## src/rtl/jtag_scan_master.sv

```systemverilog
// JTAG host initiator: each START shifts one instruction through Shift-IR, then up to DR_MAX bits
// through Shift-DR (capturing TDO into DR_OUT), and parks the target in Run-Test/Idle.
module jtag_scan_master #(
  parameter int IR_WIDTH = 4,
  parameter int DR_MAX   = 32,
  parameter int CLK_DIV  = 4
) (
  input  logic                CLK,
  input  logic                RST_N,
  input  logic                START,
  input  logic [IR_WIDTH-1:0] IR_VALUE,
  input  logic [5:0]          DR_LEN,
  input  logic [DR_MAX-1:0]   DR_IN,
  output logic                READY,
  output logic                BUSY,
  output logic                DONE,
  output logic [DR_MAX-1:0]   DR_OUT,
  output logic                TCK,
  output logic                TMS,
  output logic                TDI,
  input  logic                TDO
);

  localparam int MAX_LEN = (IR_WIDTH > DR_MAX) ? IR_WIDTH : DR_MAX;
  // INIT counts up to 5, so the bit counter never shrinks below 3 bits
  localparam int CW = (($clog2(MAX_LEN) + 1) > 3) ? ($clog2(MAX_LEN) + 1) : 3;
  localparam int DW = (CLK_DIV > 1) ? $clog2(CLK_DIV) : 1;

  typedef enum logic [3:0] {
    S_INIT,
    S_IDLE,
    S_IR_SEL,
    S_IR_SHIFT,
    S_IR_UPD,
    S_DR_SEL,
    S_DR_SHIFT,
    S_DR_UPD,
    S_RTI_RET
  } state_e;

  state_e              state_q, state_d;
  logic [DW-1:0]       div_q, div_d;
  logic [CW-1:0]       cnt_q, cnt_d;
  logic [CW-1:0]       len_q, len_d;
  logic [IR_WIDTH-1:0] ir_q, ir_d;
  logic [DR_MAX-1:0]   dr_sh_q, dr_sh_d;
  logic [DR_MAX-1:0]   dr_out_q, dr_out_d;
  logic                tck_q, tck_d;
  logic                tms_q, tms_d;
  logic                tdi_q, tdi_d;
  logic                ready_q, ready_d;
  logic                busy_q, busy_d;
  logic                done_q, done_d;

  logic                active_s, tick_s, rise_s, fall_s;
  logic [CW-1:0]       len_clamp_s;

  assign active_s    = (state_q != S_IDLE);
  assign tick_s      = active_s && (div_q == DW'(CLK_DIV - 1));
  assign rise_s      = tick_s && !tck_q;
  assign fall_s      = tick_s && tck_q;
  assign len_clamp_s = ({26'd0, DR_LEN} > 32'(DR_MAX)) ? CW'(DR_MAX) : CW'(DR_LEN);

  // Next-state: TCK divider, TDO capture on rising TCK, sequencing on falling TCK
  always_comb begin
    state_d  = state_q;
    div_d    = div_q;
    cnt_d    = cnt_q;
    len_d    = len_q;
    ir_d     = ir_q;
    dr_sh_d  = dr_sh_q;
    dr_out_d = dr_out_q;
    tck_d    = tck_q;
    tms_d    = tms_q;
    tdi_d    = tdi_q;
    ready_d  = ready_q;
    busy_d   = busy_q;
    done_d   = 1'b0;

    if (tick_s) begin
      div_d = {DW{1'b0}};
      tck_d = ~tck_q;
    end else if (active_s) begin
      div_d = div_q + DW'(1);
    end else begin
      div_d = {DW{1'b0}};
    end

    if (rise_s && (state_q == S_DR_SHIFT)) begin
      dr_out_d = dr_out_q | (DR_MAX'(TDO) << cnt_q);
    end else begin
      dr_out_d = dr_out_q;
    end

    if (state_q == S_IDLE) begin
      if (START && ready_q) begin
        state_d  = S_IR_SEL;
        cnt_d    = {CW{1'b0}};
        len_d    = len_clamp_s;
        ir_d     = IR_VALUE;
        dr_sh_d  = DR_IN;
        dr_out_d = {DR_MAX{1'b0}};
        tms_d    = 1'b1;
        tdi_d    = 1'b0;
        ready_d  = 1'b0;
        busy_d   = 1'b1;
      end else begin
        state_d = S_IDLE;
      end
    end else if (fall_s) begin
      // tms_d/tdi_d are the values the target sees on the next rising TCK
      case (state_q)
        S_INIT: begin
          if (cnt_q == CW'(5)) begin
            state_d = S_IDLE;
            cnt_d   = {CW{1'b0}};
            tms_d   = 1'b0;
            ready_d = 1'b1;
          end else begin
            cnt_d = cnt_q + CW'(1);
            tms_d = (cnt_q < CW'(4));
          end
        end
        S_IR_SEL: begin
          if (cnt_q == CW'(3)) begin
            state_d = S_IR_SHIFT;
            cnt_d   = {CW{1'b0}};
            tdi_d   = ir_q[0];
            ir_d    = ir_q >> 1;
            tms_d   = (IR_WIDTH == 1);
          end else begin
            cnt_d = cnt_q + CW'(1);
            tms_d = (cnt_q == CW'(0));
          end
        end
        S_IR_SHIFT: begin
          if (cnt_q == CW'(IR_WIDTH - 1)) begin
            state_d = S_IR_UPD;
            tms_d   = 1'b1;
            tdi_d   = 1'b0;
          end else begin
            cnt_d = cnt_q + CW'(1);
            tdi_d = ir_q[0];
            ir_d  = ir_q >> 1;
            tms_d = (cnt_q == CW'(IR_WIDTH - 2));
          end
        end
        S_IR_UPD: begin
          cnt_d = {CW{1'b0}};
          if (len_q == {CW{1'b0}}) begin
            state_d = S_RTI_RET;
            tms_d   = 1'b0;
          end else begin
            state_d = S_DR_SEL;
            tms_d   = 1'b1;
          end
        end
        S_DR_SEL: begin
          if (cnt_q == CW'(2)) begin
            state_d = S_DR_SHIFT;
            cnt_d   = {CW{1'b0}};
            tdi_d   = dr_sh_q[0];
            dr_sh_d = dr_sh_q >> 1;
            tms_d   = (len_q == CW'(1));
          end else begin
            cnt_d = cnt_q + CW'(1);
            tms_d = 1'b0;
          end
        end
        S_DR_SHIFT: begin
          if (cnt_q == (len_q - CW'(1))) begin
            state_d = S_DR_UPD;
            tms_d   = 1'b1;
            tdi_d   = 1'b0;
          end else begin
            cnt_d   = cnt_q + CW'(1);
            tdi_d   = dr_sh_q[0];
            dr_sh_d = dr_sh_q >> 1;
            tms_d   = (cnt_q == (len_q - CW'(2)));
          end
        end
        S_DR_UPD: begin
          state_d = S_RTI_RET;
          tms_d   = 1'b0;
        end
        S_RTI_RET: begin
          state_d = S_IDLE;
          tms_d   = 1'b0;
          tdi_d   = 1'b0;
          busy_d  = 1'b0;
          ready_d = 1'b1;
          done_d  = 1'b1;
        end
        default: begin
          state_d = S_INIT;
          cnt_d   = {CW{1'b0}};
          tms_d   = 1'b1;
          tdi_d   = 1'b0;
          ready_d = 1'b0;
          busy_d  = 1'b0;
        end
      endcase
    end else begin
      state_d = state_q;
    end
  end

  // State and registered outputs
  always_ff @(posedge CLK or negedge RST_N) begin
    if (!RST_N) begin
      state_q  <= S_INIT;
      div_q    <= {DW{1'b0}};
      cnt_q    <= {CW{1'b0}};
      len_q    <= {CW{1'b0}};
      ir_q     <= {IR_WIDTH{1'b0}};
      dr_sh_q  <= {DR_MAX{1'b0}};
      dr_out_q <= {DR_MAX{1'b0}};
      tck_q    <= 1'b0;
      tms_q    <= 1'b1;
      tdi_q    <= 1'b0;
      ready_q  <= 1'b0;
      busy_q   <= 1'b0;
      done_q   <= 1'b0;
    end else begin
      state_q  <= state_d;
      div_q    <= div_d;
      cnt_q    <= cnt_d;
      len_q    <= len_d;
      ir_q     <= ir_d;
      dr_sh_q  <= dr_sh_d;
      dr_out_q <= dr_out_d;
      tck_q    <= tck_d;
      tms_q    <= tms_d;
      tdi_q    <= tdi_d;
      ready_q  <= ready_d;
      busy_q   <= busy_d;
      done_q   <= done_d;
    end
  end

  assign READY  = ready_q;
  assign BUSY   = busy_q;
  assign DONE   = done_q;
  assign DR_OUT = dr_out_q;
  assign TCK    = tck_q;
  assign TMS    = tms_q;
  assign TDI    = tdi_q;

endmodule

```

## config.mk

```make
export PLATFORM = sky130hd
export DESIGN_NAME = jtag_scan_master
export DESIGN_NICKNAME = d
export VERILOG_FILES = /design/src/rtl/jtag_scan_master.sv
export SDC_FILE = /design/constraint.sdc
export NUM_CORES = 1
export LEC_CHECK = 0
export ABC_AREA = 1
export BUFFER_PORTS_ARGS = -buffer_cell sky130_fd_sc_hd__buf_2
export CORE_MARGIN = 2
export CORE_UTILIZATION = 51
export DETAILED_ROUTE_END_ITERATION = 10
export GPL_ROUTABILITY_DRIVEN = 0
export HOLD_SLACK_MARGIN = 0.12
export PLACE_DENSITY = 0.85
export SLEW_MARGIN = 20
export SYNTH_ARGS = -nofsm -noshare
export SYNTH_HDL_FRONTEND = slang
export SYNTH_SLANG_ARGS = --single-unit
```

## constraint.sdc

```tcl
create_clock -name CLK -period 1.95 [get_ports CLK]
set_input_delay 0.585 -clock CLK [delete_from_list [all_inputs] [get_ports CLK]]
set_output_delay 0.585 -clock CLK [all_outputs]
set_load 0.1 [all_outputs]
```

==> summary.md <==
| Metric | Value |
|---|---|
| Status | complete, but fails checks |
| Violated checks | negative setup slack |
| Final WL | 13290 um |
| Initial Util | 52.80% |
| YS warnings | 0 |
| Die span in y | 104.8 um |
| Setup CP Type | flip-flop to flip-flop |
| Critical path cell sequence | inv_2, ha_2, inv_1, nand2_1, nand2_1, nand2_1, nand3_1, nand2_2, nand4_4, nand2_8, clkbuf_16, nand2_2, nand2_1 |
| CP Max Fanout | 6 |
| RSZ-0062 raised after global routing | true |
| Routed len/inst | 14.56 um |
| Antenna diode count | 0 |
| Worst Setup End Kind | flip-flop |
| First-pass GRT wire length | 21020 um |
| Io pins | 84 |
| WHS Endpoint | len_q[3] |
| Setup skew after layout | 0.01576 ns |
| Initial antenna violation count | 0 |
| Post-layout min period | 1.958 ns |
| Core area | 9819 um^2 |
| Layout fillers | 802 |
| Final std cells w/o fill | 913 |
| VDD IR-drop max | 383.5 uV |
| DR vias/cell | 5.445 |
| Worst hold path type | input port to flip-flop |
| Setup TNS Final | -0.02258 ns |
| CP startpoint kind | flip-flop |
| R2r setup slk | -0.008 ns |
| Port bufs | 83 |
| Number of DRC markers in iteration 0 | 458 |
| CTS Sinks | 92 |
| Synthesized net count | 733 |
| Final hold violations | 0 |
| Die Wd | 104.8 um |
| Detailed-route via count | 4971 |
| Seq cells post-synth | 92 |
| Largest net degree at the start of global routing | 40 |
| DRC | 0 |
| Sequential Area | 2311 um^2 |
| GR Overflow Total | 0 |
| Final Max Slew Viols | 0 |
| CTS Buf Count | 9 |
| Cell Pwr Density | 586.2 nW/um^2 |
| Mapped Area | 5185 um^2 |
| Critical path required time | 2.27 ns |
| CTS tree | yes |
| Synthesized area per cell | 7.647 um^2 |
| Hpwl dp | 8885 um |
| Layout cell share with drive strength beyond 1 | 29.62% |
| Layout area overhead | 22.76% |
| Slew margin rel. | 66.40% |
| Worst Tran Pin Value | 0.5076 ns |
| Finish-stage setup viols | 5 |
| Vias in the first global route | 4648 |
| RR Startpoint | len_q[1] |
| Die area | 10990 um^2 |
| Most common cell on crit path | nand2_1 |
| Fraction of the yosys area taken by sequential cells | 44.43% |
| Max_cap viols | 0 |
| WHS Path Cells | 3 |
| H-tree depth | 3 |
| Post-Synthesis Cells | 678 |
| Worst r2r path cells | 13 |
| Worst reg2reg endpoint | dr_sh_q[23] |
| Area of the multi-input gates | 2703 um^2 |
| Drt first pass iters | 5 |
| Post-route ant nets | 0 |
| Post-route setup slack | -0.007594 ns |
| CP peak stage delay | 0.41 ns |
| Placed cell count | 889 |
| Nets | 830 |
| Tot GR Track Use | 23.35% |
| Period Utilization, post-route | 100.4% |
| Arr. time, crit path | 2.28 ns |
| Worst hold path startpoint | DR_LEN[3] |
| Cell variety after synth | 39 |
| Pleak | 3.428 nW |
| Worst skew pair latency | 0.39 ns |
| Achievable Freq | 510.8 MHz |
| CTS max path bufs | 2 |
| Critical-path top delay cell | dfrtp_1 |
| CTS Root Cell | clkbuf_8 |
| Worst-path clk slew | 0.10 ns |
| Site row count | 36 |
power breakdown:
| part | total, mW | switching (mW) | internal [mW] |
|---|---|---|---|
| Combinational | 0.0951 | 0.0548 | 0.0403 |
| Clock | 1.73 | 0.740 | 0.990 |
| Sequential | 1.91 | 0 | 1.91 |
| Total | 3.73 | 0.795 | 2.94 |
per-layer routing:
layer	up-vias	wire (um)	GRT usage, %
met1	2386	5674	31.45
met2	193	6475	36.46
met5	-	0	0
met4	0	323	10.57
li1	2358	-	-
met3	34	817	4.679
layout make-up:
cell class	instances	share of cell area [%]
timing repair buffer	112	11.85
clock inverter	7	2.280
sequential	92	36.31
inverter	41	2.536
clock buffer	9	1.946
multi-input combinational	519	42.46
tap	133	2.615
cells in the mapped netlist:
cell	instances	area share (%)
clkbuf_1	9	0.65
o21ai_1	3	0.29
nor3_4	1	0.31
nand3_1	72	6.9
inv_4	1	0.12
nor2_1	70	5.1
nand2_2	12	1.4
buf_1	1	0.072
o21a_1	1	0.14
a31oi_2	1	0.24
inv_2	11	0.80
dfstp_2	1	0.51
nor2_4	2	0.43
a32o_1	1	0.19
buf_6	11	2.4
nor3_1	6	0.58
o31ai_1	1	0.14
buf_2	5	0.48
nand4_4	1	0.41
nor2_2	6	0.72
o211ai_1	3	0.43
nand2_1	248	18
inv_1	29	2.1
nand3_2	1	0.19
o21ai_0	19	1.8
dfrtp_1	91	44
a21oi_2	10	1.7
xnor2_1	3	0.51
a21oi_4	2	0.63
a31oi_1	1	0.12
nand2_4	5	1.1
or2_2	2	0.24
xor2_1	4	0.68
nor2_8	3	1.2
o31a_1	1	0.17
ha_1	9	2.2
a41oi_1	1	0.17
nand4_1	4	0.48
a21oi_1	26	2.5
flip-flops by register name (all words and copies together) (netlist names), 2 cells and up:
| name | cells |
|---|---|
| ir_q | 4 |
| len_q | 6 |
| DR_OUT | 32 |
| state_q | 4 |
| dr_sh_q | 32 |
| div_q | 2 |
| cnt_q | 6 |
placed cells by master, fill, tap and decap left out, types with 2 or more instances in the layout:
cell | Yosys | layout
nor2_4 | 2 | 3
a21oi_4 | 2 | 2
clkbuf_8 | 0 | 9
inv_6 | 0 | 2
dfrtp_2 | 0 | 6
nor3_1 | 6 | 6
dfrtp_1 | 91 | 85
nor2_1 | 70 | 68
clkbuf_16 | 0 | 2
or2_2 | 2 | 2
o21ai_1 | 3 | 3
nand2_4 | 5 | 10
buf_12 | 0 | 5
ha_1 | 9 | 7
nand4_1 | 4 | 4
inv_2 | 11 | 15
nor2_8 | 3 | 3
xnor2_1 | 3 | 3
a21oi_1 | 26 | 26
nand2_8 | 0 | 2
inv_1 | 29 | 24
nand2_2 | 12 | 30
buf_4 | 0 | 19
buf_8 | 0 | 2
bufinv_16 | 0 | 4
o21ai_0 | 19 | 18
xor2_1 | 4 | 4
o211ai_1 | 3 | 3
nand3_2 | 1 | 5
nand2_1 | 248 | 223
nor2_2 | 6 | 7
a21oi_2 | 10 | 10
nand3_1 | 72 | 68
buf_2 | 5 | 82
critical path: cells and delay by family (launching register included):
family        cells  cell delay, ns
fa+ha+maj         1            0.23
buf+inv           3            0.33
flops             1            0.41
simple gates      9            0.91
stage by stage:
stage               utilization, %  hold WS [ns]  setup WS [ns]  area, um^2  power [mW]
finish                       64.82        0.4178      -0.007594        6365       3.731
global route                 64.82        0.4235        -0.1333        6365       3.840
CTS                          61.90        0.4117       0.004332        6078       3.745
detailed placement           59.00        0.4330       -0.03089        5793       2.040
global placement             59.00        0.4261        0.08626        5793       2.038
floorplan                        -        0.2894         0.1344        5187       1.947
timing repair:
action | 4_1_cts | 5_1_grt
resized for setup | 2 | 62
gates cloned | 0 | 3
setup buffers | 0 | 4
endpoints found under the hold margin | 24 | 0
pin swaps | 0 | 10
setup endpoints to repair | 31 | 53
hold buffers | 1 | 0
kinds of logic (layout without fill, tap and decap cells):
family / after synthesis / count (layout) / synth area share, %
xor gates and xnor gates: 7 / 7 / 1.182
adders and majority gates: 9 / 9 / 2.172
DFF: 92 / 92 / 44.43
AOI/OAI and AO/OA: 70 / 70 / 8.566
and+or+nand+nor: 433 / 433 / 37.04
buffers and inverters: 67 / 169 / 6.612
worst max-delay path by stage:
stage,start,cells after the start,end,slack (ns)
after detailed placement,len_q[1],13,dr_sh_q[19],-0.03
after CTS,len_q[1],12,cnt_q[0],0.004
final,len_q[1],13,dr_sh_q[23],-0.008
after global placement,len_q[2],13,dr_sh_q[19],0.09
after global routing,len_q[1],13,cnt_q[5],-0.13
after floorplan,len_q[1],13,dr_sh_q[21],0.13
Power figures use the tool's default switching activity.
